`config.mk`:
```
export PLATFORM = sky130hd
export DESIGN_NAME = aha_clock_gate_ctrl
export DESIGN_NICKNAME = d
export VERILOG_FILES = /design/src/rtl/aha_clock_gate_ctrl_pkg.sv /design/src/rtl/aha_cg_idle_counter.sv /design/src/rtl/aha_clock_gate_ctrl.sv
export SDC_FILE = /design/constraint.sdc
export NUM_CORES = 1
export LEC_CHECK = 0
export ABC_AREA = 1
export BUFFER_PORTS_ARGS = -buffer_cell sky130_fd_sc_hd__buf_2
export CAP_MARGIN = 10
export CORE_MARGIN = 2
export CORE_UTILIZATION = 30
export DETAILED_ROUTE_END_ITERATION = 7
export MAX_ROUTING_LAYER = met4
export SLEW_MARGIN = 20
export SYNTH_ARGS = -nofsm -noshare
export SYNTH_HDL_FRONTEND = slang
export SYNTH_SLANG_ARGS = --single-unit
```
`constraint.sdc`:
```
create_clock -name CLK -period 1.55 [get_ports CLK]
set_input_delay 0.155 -clock CLK [delete_from_list [all_inputs] [get_ports CLK]]
set_output_delay 0.155 -clock CLK [all_outputs]
set_load 0.005 [all_outputs]
```
`src/rtl/aha_clock_gate_ctrl_pkg.sv`:
```
// Shared state encoding and default sizing for the ICG enable controller.
package aha_clock_gate_ctrl_pkg;

   typedef enum logic [1:0] {
      CG_RUN    = 2'd0,
      CG_COUNT  = 2'd1,
      CG_GATED  = 2'd2,
      CG_UNGATE = 2'd3
   } cg_state_t;

   localparam int IDLE_W_DEF    = 8;
   localparam int WAKE_HOLD_DEF = 2;
   localparam int STAT_W_DEF    = 32;

endpackage

```
`src/rtl/aha_cg_idle_counter.sv`:
```
// Loadable down-counter with zero flag; times both the idle threshold and the wake hold.
module aha_cg_idle_counter #(
   parameter int W = 8
) (
   input  logic         clk,
   input  logic         rst,
   input  logic         load,
   input  logic [W-1:0] load_val,
   input  logic         dec,
   output logic         zero
);

   logic [W-1:0] cnt;

   always_ff @(posedge clk or posedge rst) begin
      if (rst) begin
         cnt <= '0;
      end else if (load) begin
         cnt <= load_val;
      end else if (dec && (cnt != '0)) begin
         cnt <= cnt - W'(1);
      end
   end

   assign zero = (cnt == '0);

endmodule

```
`src/rtl/aha_clock_gate_ctrl.sv`:
```
// Drives E/TE of one ICG: idle-timed or power-controller-forced gating, held-open ungating.
// Define AHA_CG_STATS_EN to add the saturating GATED_CYCLES statistic.
module aha_clock_gate_ctrl
   import aha_clock_gate_ctrl_pkg::*;
#(
   parameter int IDLE_W    = IDLE_W_DEF,
   parameter int WAKE_HOLD = WAKE_HOLD_DEF
`ifdef AHA_CG_STATS_EN
   ,
   parameter int STAT_W    = STAT_W_DEF
`endif
) (
   input  logic              CLK,
   input  logic              RESET,
   input  logic              AUTO_EN,
   input  logic [IDLE_W-1:0] IDLE_CFG,
   input  logic              IDLE,
   input  logic              WAKE,
   input  logic              PWR_REQ,
   output logic              PWR_ACK,
   input  logic              SCAN_MODE,
   output logic              GATE_E,
   output logic              GATE_TE,
   output logic              GATED
`ifdef AHA_CG_STATS_EN
   ,
   output logic [STAT_W-1:0] GATED_CYCLES
`endif
);

   localparam logic [IDLE_W-1:0] HOLD_LD = IDLE_W'(WAKE_HOLD - 1);

   cg_state_t         state, state_nxt;
   logic              forced, forced_nxt;
   logic              cnt_load, cnt_dec, cnt_zero;
   logic [IDLE_W-1:0] cnt_load_val, idle_thr;
   logic              gate_e_nxt, gated_nxt, ack_nxt;

   // A threshold of 0 behaves like 1 so gating always needs at least one idle sample.
   assign idle_thr = (IDLE_CFG == '0) ? '0 : IDLE_CFG - IDLE_W'(1);

   aha_cg_idle_counter #(.W(IDLE_W)) u_cnt (
      .clk      (CLK),
      .rst      (RESET),
      .load     (cnt_load),
      .load_val (cnt_load_val),
      .dec      (cnt_dec),
      .zero     (cnt_zero)
   );

   always_ff @(posedge CLK or posedge RESET) begin
      if (RESET) begin
         state  <= CG_RUN;
         forced <= 1'b0;
      end else begin
         state  <= state_nxt;
         forced <= forced_nxt;
      end
   end

   always_comb begin
      state_nxt    = state;
      forced_nxt   = forced;
      cnt_load     = 1'b0;
      cnt_dec      = 1'b0;
      cnt_load_val = idle_thr;
      case (state)
         CG_RUN: begin
            if (PWR_REQ) begin
               state_nxt  = CG_GATED;
               forced_nxt = 1'b1;
            end else if (AUTO_EN && IDLE && !WAKE) begin
               state_nxt = CG_COUNT;
               cnt_load  = 1'b1;
            end
         end
         CG_COUNT: begin
            if (PWR_REQ) begin
               state_nxt  = CG_GATED;
               forced_nxt = 1'b1;
            end else if (!IDLE || WAKE || !AUTO_EN) begin
               state_nxt = CG_RUN;
            end else if (cnt_zero) begin
               state_nxt  = CG_GATED;
               forced_nxt = 1'b0;
            end else begin
               cnt_dec = 1'b1;
            end
         end
         CG_GATED: begin
            // A forced gate only leaves on request release; wake/idle matter only for auto gates.
            if (PWR_REQ) begin
               forced_nxt = 1'b1;
            end else if (forced || WAKE || !IDLE || !AUTO_EN) begin
               state_nxt    = CG_UNGATE;
               forced_nxt   = 1'b0;
               cnt_load     = 1'b1;
               cnt_load_val = HOLD_LD;
            end
         end
         CG_UNGATE: begin
            if (PWR_REQ) begin
               state_nxt  = CG_GATED;
               forced_nxt = 1'b1;
            end else if (cnt_zero) begin
               state_nxt = CG_RUN;
            end else begin
               cnt_dec = 1'b1;
            end
         end
         default: begin
            state_nxt  = CG_RUN;
            forced_nxt = 1'b0;
         end
      endcase
   end

   always_comb begin
      gated_nxt  = (state_nxt == CG_GATED);
      gate_e_nxt = !gated_nxt;
      ack_nxt    = gated_nxt && forced_nxt;
   end

   always_ff @(posedge CLK or posedge RESET) begin
      if (RESET) begin
         GATE_E  <= 1'b1;
         GATED   <= 1'b0;
         PWR_ACK <= 1'b0;
      end else begin
         GATE_E  <= gate_e_nxt;
         GATED   <= gated_nxt;
         PWR_ACK <= ack_nxt;
      end
   end

   assign GATE_TE = SCAN_MODE;

`ifdef AHA_CG_STATS_EN
   always_ff @(posedge CLK or posedge RESET) begin
      if (RESET) begin
         GATED_CYCLES <= '0;
      end else if (GATED && (GATED_CYCLES != '1)) begin
         GATED_CYCLES <= GATED_CYCLES + STAT_W'(1);
      end
   end
`endif

endmodule
```
# Yosys cells after proc, flatten, opt, wreduce, memory -nomap -nowiden
# Cells that the tools add are included.
classes:
  n_eq_ne: 4
  n_reduce_logical: 19
  n_mux: 33
  n_addsub: 2
op_table:
  columns: ["cell", "count"]
  rows:
  - ["8-bit 2-to-1 mux", 6]
  - ["2-bit 2-to-1 mux", 9]
  - ["8-bit zero test", 2]
  - ["8-bit by 1-bit subtractor with 8-bit output, second input constant", 2]
  - ["1-bit 2-to-1 mux", 14]
  - ["2-bit case mux with 4 select lines", 1]
  - ["8-bit nonzero test", 1]
  - ["2-bit == test, second input constant", 3]
  - ["1-bit logical OR", 5]
  - ["1-bit logical AND", 4]
  - ["1-bit zero test", 4]
  - ["1-bit case mux with 2 select lines", 2]
  - ["1-bit case mux with 3 select lines", 1]
  - ["2-bit by 1-bit == test with 1-bit output, second input constant", 1]
  - ["2-bit zero test", 1]
  - ["2-bit nonzero test", 1]
  - ["2-bit OR reduction", 1]
totals:
  register_bits: 14
  elab_cells: 64
  input_bits: 15
  output_inout_bits: 4

# Logic depth before layout (Yosys ltp)
# Gate-level depths: netlist of the first run.
logic_depth:
  word_depth: 9
  ltp_mapped: 12
  mapped_depth_nobuf: 12

# Hierarchy
# Synthesis of the first run repeated with hierarchy kept, for this count alone.
hier_totals:
  cells_unflattened: 182
  area_unflattened_um2: 1267.5
by_module_without_submodules:
  columns: ["module", "seq_area_each_um2", "n_inst", "area_per_inst_um2", "cells_per_inst"]
  rows:
  - ["aha_clock_gate_ctrl", 151.4, 1, 634.4, 91]
  - ["aha_cg_idle_counter", 200.2, 1, 633.1, 91]

# Worst setup path before layout of the first run
# Ideal clock, no wire load.
synth_timing:
  kind: "reg-to-reg"
  from: "register u_cnt.cnt[0]"
  to: "register u_cnt.cnt[1]"
  required_ns: 1.430
  n_path_buf: 1
  slack_ns: 0.008
  setup_time_ns: 0.120
  path_stages_with_launch: 11
  arrival_ns: 1.422
  synth_period_minus_slack_ns: 1.542
  cell_sequence: "dfrtp_1 inv_1 ha_1 inv_2 nor2_8 nand2_4 nand3_2 nand3_4 buf_6 nand2_2 o21ai_2"
synth_via:
  elab_chain_len: 7
  elab_cells_between_ends: 12
  classes_between: "1 x add/sub; 7 x mux; 4 x reduce/logical"
synth_rtl:
  columns: ["item", "line_no", "rtl"]
  rows:
  - ["start, declared", "aha_cg_idle_counter.sv:13", "logic [W-1:0] cnt;"]
  - ["start signal, assigned", "aha_cg_idle_counter.sv:19", "cnt <= load_val;"]
  - ["start signal, assigned", "aha_cg_idle_counter.sv:21", "cnt <= cnt - W'(1);"]
  - ["8-bit zero test", "aha_cg_idle_counter.sv:25", "assign zero = (cnt == '0);"]
  - ["1-bit 2-to-1 mux", "aha_clock_gate_ctrl.sv:83, aha_clock_gate_ctrl.sv:105", null]
  - ["1-bit 2-to-1 mux", "aha_clock_gate_ctrl.sv:81", "end else if (!IDLE || WAKE || !AUTO_EN) begin"]
  - ["1-bit 2-to-1 mux", "aha_clock_gate_ctrl.sv:78", "if (PWR_REQ) begin"]
  - ["1-bit case mux with 2 select lines", "aha_clock_gate_ctrl.sv:67", "case (state)"]
  - ["1-bit logical AND", "aha_cg_idle_counter.sv:20", "end else if (dec && (cnt != '0)) begin"]
  - ["2-bit nonzero test (no line)", null, null]
# Several ways; a longest one is shown, not always the timed one. The select of a mux whose other input is x is not followed.
# A chain may end at the register's enable or synchronous reset.

# Final worst setup path of the first run
layout_timing:
  from: "register state[1]"
  to: "register u_cnt.cnt[2]"
layout_via:
  elab_chain_len: 4
  elab_cells_between_ends: 10
  classes_between: "3 x eq/ne; 4 x mux; 3 x reduce/logical"
layout_rtl:
  columns: ["item", "line_no", "rtl"]
  rows:
  - ["start, declared", "aha_clock_gate_ctrl.sv:33", "cg_state_t state, state_nxt;"]
  - ["start signal, assigned", "aha_clock_gate_ctrl.sv:56", "state <= state_nxt;"]
  - ["2-bit == test / 2-bit by 1-bit == test with 1-bit output (equally long branches)", "aha_clock_gate_ctrl.sv:67", null]
  - ["1-bit case mux with 2 select lines", "aha_clock_gate_ctrl.sv:67", null]
  - ["1-bit logical AND", "aha_cg_idle_counter.sv:20", null]
  - ["2-bit nonzero test (no line)", null, null]
# Several ways; a longest one is shown, not always the timed one.

==> results of run 1 <==
-- cell usage after synthesis (2+ instances only) --
cell,n,share of area
inv_1,18,0.052
nand3_1,6,0.023
nor2_2,3,0.015
xor2_1,6,0.041
nand2_1,29,0.084
o21ai_0,15,0.058
nor3_1,3,0.012
dfrtp_1,13,0.25
nor2_8,2,0.031
nand3_4,2,0.027
o21ai_2,7,0.048
nand4_1,3,0.015
nand2_4,4,0.035
a21oi_1,2,0.0078
ha_1,8,0.078
o21ai_1,2,0.0078
nor2_4,2,0.017
inv_2,8,0.023
nand2_2,7,0.034
nand3_2,2,0.016
nor2_1,18,0.052
-- placed cells by master (no fill, tap or decap), types with 2 or more instances in the layout --
master    count
nand2_1      24
buf_4        20
nor2_1       16
buf_2        16
o21ai_2      14
dfrtp_1      13
inv_2        13
inv_1        12
nand2_2      10
nand2_4       6
nand3_1       6
xor2_1        6
o21ai_0       6
nand3_4       4
nor2_4        4
o21ai_1       4
clkbuf_8      4
nor2_2        3
nand4_1       3
nor3_1        3
ha_4          3
ha_1          3
nor2_8        2
inv_4         2
a21oi_1       2
ha_2          2
-- through the flow --
stage	util	cell area [um^2]	setup TNS (ns)
6_report	0.4428	1797	0
4_1_cts	0.4117	1670	0
3_3_place_gp	0.3762	1526	-0.08827
3_5_place_dp	0.3762	1526	-0.4011
5_1_grt	0.4428	1797	-0.1082
2_1_floorplan	-	1290	0
-- sequential cells by signal (all words and copies together) (netlist names) --
signal	count
state	2
forced	1
GATED	1
GATE_E	1
u_cnt.cnt	8
PWR_ACK	1
-- path summary, 6_finish.rpt --
kind                           endpoint    startpoint  cells past startpoint
min                              forced       PWR_REQ                      3
min in group asynchronous         GATED         RESET                      3
min reg2reg                u_cnt.cnt[7]  u_cnt.cnt[7]                      2
max                        u_cnt.cnt[2]      state[1]                     11
max reg2reg                u_cnt.cnt[2]      state[1]                     11
max in group asynchronous      state[0]         RESET                      3
-- kinds of logic (layout without fill, tap and decap cells) --
kind of cell               after synthesis  in the layout
xor gates and xnor gates                 7              7
adders and majority gates                8              8
buffers and inverters                   30             71
DFF                                     14             14
and+or+nand+nor                         81             82
AOI/OAI and AO/OA                       29             29
-- power groups by stage --
stage	logic [W]	registers (W)	clock network (W)
after global placement	0.00171	0.000626	0
after detailed placement	0.00171	0.000625	0
final	0.00219	0.000628	0.000368
after global routing	0.00243	0.000647	0.000398
after floorplan	0.00122	0.000625	0
after CTS	0.00189	0.000619	0.000380
-- repair_timing --
action / CTS / global route
pin swaps: 1 / 16
endpoints found under the setup margin: 8 / 13
gates cloned: 1 / 0
hold buffers: 1 / 0
setup buffers: 6 / 1
resized for setup: 9 / 42
hold endpoints to repair: 13 / 0
-- worst max-delay path, stage by stage, from the launching register on --
cell	delay, ns
dfrtp_1	0.39
inv_2	0.08
ha_4	0.17
inv_4	0.06
nor2_4	0.04
nand2_4	0.09
nand2_4	0.07
inv_8	0.08
nand3_4	0.11
buf_8	0.17
nand2_1	0.08
o21ai_2	0.05
-- routing by layer --
layer	track usage	part of all wire
met5	-	0
met4	0.03268	0.0085
met3	0.03198	0.025
met2	0.2201	0.50
met1	0.1558	0.47
-- final cells by class --
| class | count | area share |
|---|---|---|
| flip-flops and latches | 14 | 0.1957 |
| well taps | 50 | 0.03482 |
| repair buffers | 39 | 0.1483 |
| inverters | 28 | 0.06546 |
| clock buffers | 4 | 0.03064 |
| multi-input cells | 126 | 0.5251 |
==> impl_metrics.env, run 1 <==
export IMPL_muxShareOfSynthArea=0
export IMPL_ff2ff_setup_slack_ns=0.06
export IMPL_cp_required_ns=1.69
export IMPL_cts_made_buffers=3
export IMPL_insertedDiodeCount=0
export IMPL_tightestPinTransition_ns=0.5898
export IMPL_syn_nets=192
export IMPL_grt_pass1_vias=1164
export IMPL_path_max_fanout=8
export IMPL_setup_viol=0
export IMPL_drv_slew=0
export IMPL_gp_congestion=0.8559
export IMPL_area_growth_pct=39.28
export IMPL_die_y_um=69.58
export IMPL_die_x_um=69.58
export IMPL_regArea_um2=351.6
export IMPL_switchingPower_w=0.001445
export IMPL_cts_tree="done"
export IMPL_vias=1202
export IMPL_final_antenna_net_count=0
export IMPL_ios=19
export IMPL_grt_first_pass_wirelength_um=5037
export IMPL_core_area_um2=4058
export IMPL_min_path_type="input pin to flip-flop"
export IMPL_fp_dieArea_um2=4841
export IMPL_avgSynthCellArea_um2=7.633
export IMPL_cts_root_buf="clkbuf_8"
export IMPL_drv_cap=0
export IMPL_clockBufferDepth=2
export IMPL_synth_xor_area_frac=0.04753
export IMPL_endpoint_kind="flip-flop"
export IMPL_fin_ws_ns=0.06445
export IMPL_clock_latency_ns=0.25
export IMPL_p_comb_frac=0.687
export IMPL_cts_max_level=1
export IMPL_fin_crit_sh=0.9584
export IMPL_hold_viol=0
export IMPL_p_seq_frac=0.197
export IMPL_p_clk_frac=0.116
export IMPL_cp_data_arrival_time_ns=1.63
export IMPL_dp_hpwl_um=2239
export IMPL_wl_per_cell_um=11.76
export IMPL_preCtsSetupSlack_ns=-0.07354
export IMPL_placed_cells=248
export IMPL_critical_path_class="flip-flop to flip-flop"
export IMPL_viasPerCell=4.605
export IMPL_outcome="completed"
export IMPL_skew_ns=0.002995
export IMPL_synth_cell_types=30
export IMPL_yosys_area_share_simple=0.3608
export IMPL_grt_util_all_layers=0.1304
export IMPL_crit_path_start_kind="flip-flop"
export IMPL_relSlewSlack=0.6064
export IMPL_timing_hold_ws_ns=0.2556
export IMPL_synth_top_family_by_area="simple AND/OR/NAND/NOR gates"
export IMPL_antenna_found_initial=0
export IMPL_min_period_ns=1.486
export IMPL_switching_share=0.4534
export IMPL_fmax_ghz=0.6732
export IMPL_netlist_instances=169
export IMPL_rows=23
export IMPL_internal_power_w=0.001742
export IMPL_fillCellCount=407
export IMPL_syn_area_um2=1290
export IMPL_wl_um=3069
export IMPL_cts_clk_slew_worst_paths_ns=0.06
export IMPL_drc=0
export IMPL_async_flop_share=1.000
export IMPL_drive_gt1_frac=0.5166
export IMPL_grt_start_max_net_pins=15
export IMPL_ys_ff_latch=14
export IMPL_drtIter0Drc=50
export IMPL_total_power_w=0.003186
export IMPL_synth_edf_count=0
export IMPL_synthAdderAreaFrac=0.07759
export IMPL_rsz0062_at_grt="true"
export IMPL_yosysWarnings=0
export IMPL_instances_no_fill=261
export IMPL_num_nets_final=235
export IMPL_synthFlopType="dfrtp_1"
export IMPL_multi_input_area_um2=943.4
export IMPL_vdd_drop_max_mv=0.7636
export IMPL_io_buffers=16
export IMPL_first_pass_iters=4
export IMPL_synth_compound_area_frac=0.1435
export IMPL_p_leak_nw=0.8737
export IMPL_synth_seq_area_share=0.2726
export IMPL_clock_sinks=14
export IMPL_grt_ovfl_total=0
export IMPL_powerDensity_nw_per_um2=1773
export IMPL_start_util=0.3179
Power figures use the tool's default switching activity.
==> run 2: changes to the inputs <==
- BUFFER_PORTS_ARGS: -buffer_cell sky130_fd_sc_hd__buf_2 -> -buffer_cell sky130_fd_sc_hd__buf_4
==> run 2 against run 1 <==
Clock-buffer cell count stayed put. Combinational power about the same. Wire length shrank 3.5%. Maximum frequency grew 0.43%. Global-route usage down 0.28 points. Hold slack worse by 0.068 ns. Power fell by 1.9%. First-iteration DRC count up 38%. Clock skew rose by 0.0079 ns. Sequential cell count is the same. Largest cell class unchanged.
==> impl_metrics.env, run 2 (synthesis results as in run 1) <==
export IMPL_grt_use_met1=0.1451
export IMPL_min_path_type="input pin to flip-flop"
export IMPL_ios=19
export IMPL_viasPerCell=4.648
export IMPL_drc=0
export IMPL_mostFrequentLayoutCell="buf_4"
export IMPL_drtIter0Drc=69
export IMPL_cts_tree="done"
export IMPL_drive_gt1_frac=0.4834
export IMPL_path_max_fanout=3
export IMPL_grt_first_pass_wirelength_um=4885
export IMPL_powerDensity_nw_per_um2=1709
export IMPL_dp_hpwl_um=2256
export IMPL_cts_clk_slew_worst_paths_ns=0.05
export IMPL_first_pass_iters=4
export IMPL_antenna_found_initial=0
export IMPL_cts_root_buf="clkbuf_8"
export IMPL_cp_data_arrival_time_ns=1.61
export IMPL_io_buffers=16
export IMPL_top_usage_layer="met2"
export IMPL_gp_congestion=0.8928
export IMPL_vdd_drop_max_mv=0.8097
export IMPL_largest_reg_flops=8
export IMPL_p_seq_frac=0.206
export IMPL_endpoint_kind="flip-flop"
export IMPL_outcome="completed"
export IMPL_wl_um=2963
export IMPL_start_util=0.3179
export IMPL_min_period_ns=1.479
export IMPL_clock_sinks=14
export IMPL_cts_made_buffers=3
export IMPL_grt_ovfl_total=0
export IMPL_layout_common_cells="34 x buf_4, 27 x nand2_1, 15 x inv_2, 15 x nor2_1, 12 x dfrtp_1"
export IMPL_grt_pass1_vias=1148
export IMPL_grt_start_max_net_pins=15
export IMPL_p_comb_frac=0.693
export IMPL_area_growth_pct=41.71
export IMPL_die_x_um=69.58
export IMPL_crit_path_start_kind="flip-flop"
export IMPL_critical_path_class="flip-flop to flip-flop"
export IMPL_top_regs="u_cnt.cnt x8, state x2"
export IMPL_final_cell_area_um2=1828
export IMPL_rsz0062_at_grt="true"
export IMPL_top_register="u_cnt.cnt"
export IMPL_final_antenna_net_count=0
export IMPL_fin_crit_sh=0.9543
export IMPL_cts_max_level=1
export IMPL_relSlewSlack=0.6237
export IMPL_cp_required_ns=1.68
export IMPL_hold_viol=0
export IMPL_setup_viol=0
export IMPL_switching_share=0.4459
export IMPL_fp_dieArea_um2=4841
export IMPL_fmax_ghz=0.6761
export IMPL_vias=1213
export IMPL_placed_area_um2=1597
export IMPL_clockBufferDepth=2
export IMPL_skew_ns=0.01093
export IMPL_internal_power_w=0.001731
export IMPL_die_y_um=69.58
export IMPL_grt_util_all_layers=0.1276
export IMPL_tns_ns=0
export IMPL_p_clk_frac=0.101
export IMPL_p_leak_nw=0.8712
export IMPL_tightestPinTransition_ns=0.5638
export IMPL_drv_slew=0
export IMPL_switchingPower_w=0.001393
export IMPL_num_nets_final=235
export IMPL_grtUsageMet3=0.03198
export IMPL_rows=23
export IMPL_clock_latency_ns=0.25
export IMPL_wl_per_cell_um=11.35
export IMPL_insertedDiodeCount=0
export IMPL_drv_cap=0
export IMPL_met2_usage=0.2265
export IMPL_core_area_um2=4058
[run 2: changes by cell type in the layout (fill, tap and decap cells not counted), moves of 3 or more]
cell	before	now
o21ai_0	6	10
o21ai_2	14	8
nand2_2	10	7
buf_2	16	0
buf_6	1	4
buf_4	20	34
nand2_1	24	27
[run 2: metal layers]
layer  wire, um  vias to the layer above
met4         19                        0
met3        127                        4
li1           -                      631
met2       1563                       29
met5          0                        -
met1       1252                      549
[run 2: per-stage QoR]
| step | power, W | utilization | worst slack [ns] | cells | hold slack, ns |
|---|---|---|---|---|---|
| floorplan | 0.001843 | - | 0.007837 | 169 | 0.04350 |
| global placement | 0.002420 | 0.3935 | -0.1473 | 252 | 0.2554 |
| detailed placement | 0.002427 | 0.3935 | -0.1426 | 252 | 0.2600 |
| CTS | 0.002811 | 0.4138 | 0.01584 | 258 | 0.1596 |
| global route | 0.003411 | 0.4505 | -0.04753 | 261 | 0.1815 |
| finish | 0.003124 | 0.4505 | 0.07084 | 261 | 0.1874 |
[run 2: worst max-delay path, stage by stage, from the launching register on]
cell and delay (ns):
dfrtp_2 0.41, inv_2 0.07, buf_6 0.13, ha_4 0.15
nor2_4 0.11, o21ai_2 0.06, inv_1 0.05, nand2_1 0.05
nor2_2 0.12, a21oi_4 0.08, nand3_4 0.10, nor2_2 0.05
[run 2: path summary, 6_finish.rpt]
path                       cells past startpoint  slack (ns)            to          from
max reg2reg                                   11        0.07       PWR_ACK      state[0]
min reg2reg                                    2        0.53  u_cnt.cnt[7]  u_cnt.cnt[7]
max                                           11        0.07       PWR_ACK      state[0]
min in group asynchronous                      3        0.52  u_cnt.cnt[6]         RESET
max in group asynchronous                      3        0.62      state[0]         RESET
min                                            3        0.19        forced       PWR_REQ
[run 2: power groups by stage]
stage | sequential, W | combinational, W | clock, W
2_1_floorplan | 0.000625 | 0.00122 | 0
4_1_cts | 0.000629 | 0.00185 | 0.000329
5_1_grt | 0.000658 | 0.00240 | 0.000352
3_3_place_gp | 0.000630 | 0.00179 | 0
6_report | 0.000643 | 0.00217 | 0.000315
3_5_place_dp | 0.000631 | 0.00180 | 0
[run 2: area by class of cell]
| cell class | instances | area [um^2] |
|---|---|---|
| Fill cell | 410 | 2230 |
| Multi-Input combinational cell | 126 | 947.2 |
| Sequential cell | 14 | 352.8 |
| Timing Repair Buffer | 39 | 310.3 |
| Inverter | 28 | 110.1 |
| Tap cell | 50 | 62.56 |
| Clock buffer | 4 | 45.04 |
[run 2: what timing repair did]
item,in CTS,in global routing
resized for setup,10,32
hold buffers,1,0
setup buffers,0,3
pin swaps,1,18
hold endpoints to repair,13,0
gates cloned,1,0
setup endpoints to repair,8,12
==> run 3: changes to the inputs <==
- clock period: 1.55 -> 1.4 ns (I/O delays scaled with it)
==> run 3 against run 2 <==
The flow now finishes with violations (setup timing). Clock-buffer cell count stayed put. Wire length rose by 12%. Combinational power rose by 29%. Critical path type unchanged. Critical endpoint unchanged.
==> impl_metrics.env, run 3 (synthesis results as in run 1) <==
export IMPL_outcome="complete, but fails checks"
export IMPL_violations="setup timing"
export IMPL_placed_cells=260
export IMPL_utilization=0.5069
export IMPL_insertedDiodeCount=0
export IMPL_crit_top_cell="nor2_4"
export IMPL_dp_hpwl_um=2380
export IMPL_viasPerCell=4.637
export IMPL_cts_max_level=1
export IMPL_total_power_w=0.003912
export IMPL_wl_met3_um=98
export IMPL_top_regs="u_cnt.cnt x8, state x2"
export IMPL_hold_viol=0
export IMPL_crit_chain="inv_2 -> ha_4 -> nand2_4 -> buf_6 -> nor2_4 -> nor2_4 -> a21oi_4 -> nand3_4 -> nor2_2"
export IMPL_min_path_type="input pin to flip-flop"
export IMPL_crit_path_start_kind="flip-flop"
export IMPL_tightestPinTransition_ns=0.5810
export IMPL_instances_no_fill=273
export IMPL_drv_cap=0
export IMPL_fmax_ghz=0.6573
export IMPL_die_y_um=69.58
export IMPL_final_antenna_net_count=0
export IMPL_core_area_um2=4058
export IMPL_grt_first_pass_wirelength_um=5368
export IMPL_cts_tree="done"
export IMPL_timing_reg2reg_worst_path_depth=9
export IMPL_hold_path_startpoint="PWR_REQ"
export IMPL_hold_depth=3
export IMPL_grt_start_max_net_pins=15
export IMPL_drtIter0Drc=21
export IMPL_whs_endpoint="forced"
export IMPL_min_period_ns=1.521
export IMPL_cts_made_buffers=3
export IMPL_drive_gt1_frac=0.5874
export IMPL_max_stage_delay_ns=0.43
export IMPL_die_x_um=69.58
export IMPL_vias=1266
export IMPL_grt_util_all_layers=0.1386
export IMPL_fp_dieArea_um2=4841
export IMPL_vdd_drop_max_mv=1.095
export IMPL_cp_data_arrival_time_ns=1.71
export IMPL_wl_um=3305
export IMPL_top_register="u_cnt.cnt"
export IMPL_num_nets_final=247
export IMPL_area_growth_pct=59.46
export IMPL_route_met2_wl_um=1781
export IMPL_layout_common_cells="36 x buf_4, 22 x nand2_1, 15 x nor2_1"
export IMPL_clock_sinks=14
export IMPL_rsz0062_at_grt="true"
export IMPL_fin_crit_sh=1.087
export IMPL_critical_path_class="flip-flop to flip-flop"
export IMPL_r2r_end="PWR_ACK"
export IMPL_clock_latency_ns=0.25
export IMPL_grt_pass1_vias=1286
export IMPL_cp_required_ns=1.58
export IMPL_start_util=0.3179
export IMPL_powerDensity_nw_per_um2=1902
export IMPL_highest_layer="met4"
export IMPL_first_pass_iters=4
export IMPL_r2r_start="state[1]"
export IMPL_gp_congestion=0.8493
export IMPL_drv_slew=0
export IMPL_relSlewSlack=0.6123
export IMPL_skew_ns=0.002587
export IMPL_mostFrequentLayoutCell="buf_4"
export IMPL_path_max_fanout=3
export IMPL_grt_ovfl_total=0
export IMPL_setup_viol=14
export IMPL_endpoint_kind="flip-flop"
export IMPL_m1WireLength_um=1394
export IMPL_rows=23
export IMPL_cts_root_buf="clkbuf_8"
export IMPL_fillCellCount=382
export IMPL_wl_per_cell_um=12.11
export IMPL_ff2ff_setup_slack_ns=-0.12
export IMPL_largest_reg_flops=8
export IMPL_drc=0
export IMPL_io_buffers=16
export IMPL_clockBufferDepth=2
export IMPL_cts_clk_slew_worst_paths_ns=0.06
export IMPL_tns_ns=-1.105
export IMPL_slowest_stage="dfrtp_1"
export IMPL_fin_ws_ns=-0.1213
export IMPL_p_leak_nw=0.9845
export IMPL_antenna_found_initial=0
export IMPL_ios=19
run 3: final cells by class:
type | count | area [um^2] | area share
Tap cell | 50 | 62.56 | 0.03041
Sequential cell | 14 | 352.8 | 0.1715
Clock buffer | 4 | 55.05 | 0.02676
Multi-Input combinational cell | 126 | 1020 | 0.4957
Timing Repair Buffer | 51 | 446.7 | 0.2172
Inverter | 28 | 120.1 | 0.05839
run 3: report_power, final:
part           switching (W)  internal [W]
Clock               0.000159      0.000249
Combinational        0.00143       0.00137
Sequential          0.000116      0.000592
Total                0.00170       0.00221
run 3: per-layer routing:
| metal | up-vias | track usage |
|---|---|---|
| met5 | - | - |
| met3 | 4 | 0.03488 |
| li1 | 647 | - |
| met1 | 596 | 0.1509 |
| met2 | 19 | 0.2532 |
| met4 | 0 | 0.03050 |
run 3: per-stage QoR:
stage	setup WS [ns]	area [um^2]	hold WS, ns
4_1_cts	-0.07354	1928	0.1554
2_1_floorplan	-0.02200	1329	0.02850
3_5_place_dp	-0.1579	1692	0.2497
5_1_grt	-0.2102	2057	0.1516
3_3_place_gp	-0.1334	1692	0.2450
6_report	-0.1213	2057	0.1474
run 3: repair_timing:
action	4_1_cts	5_1_grt
setup buffers	3	4
hold buffers	1	0
gates cloned	1	0
endpoints found under the setup margin	13	14
pin swaps	17	14
resized for setup	37	25
hold endpoints to repair	13	0
run 3: worst max path at each step:
stage                     startpoint           end  slack, ns
final                       state[1]       PWR_ACK      -0.12
after global routing        state[0]       PWR_ACK      -0.21
after CTS                   state[0]       PWR_ACK      -0.07
after detailed placement    state[0]         GATED      -0.16
after global placement      state[0]         GATED      -0.13
after floorplan             state[1]  u_cnt.cnt[1]      -0.02
run 3: worst max-delay path: cells and delay by family (launching register included):
kind                       cells  cell delay (ns)
AOI/OAI and AO/OA              1             0.17
adders and majority gates      1             0.17
buffers and inverters          2             0.25
DFF                            1             0.43
and+or+nand+nor                5             0.44
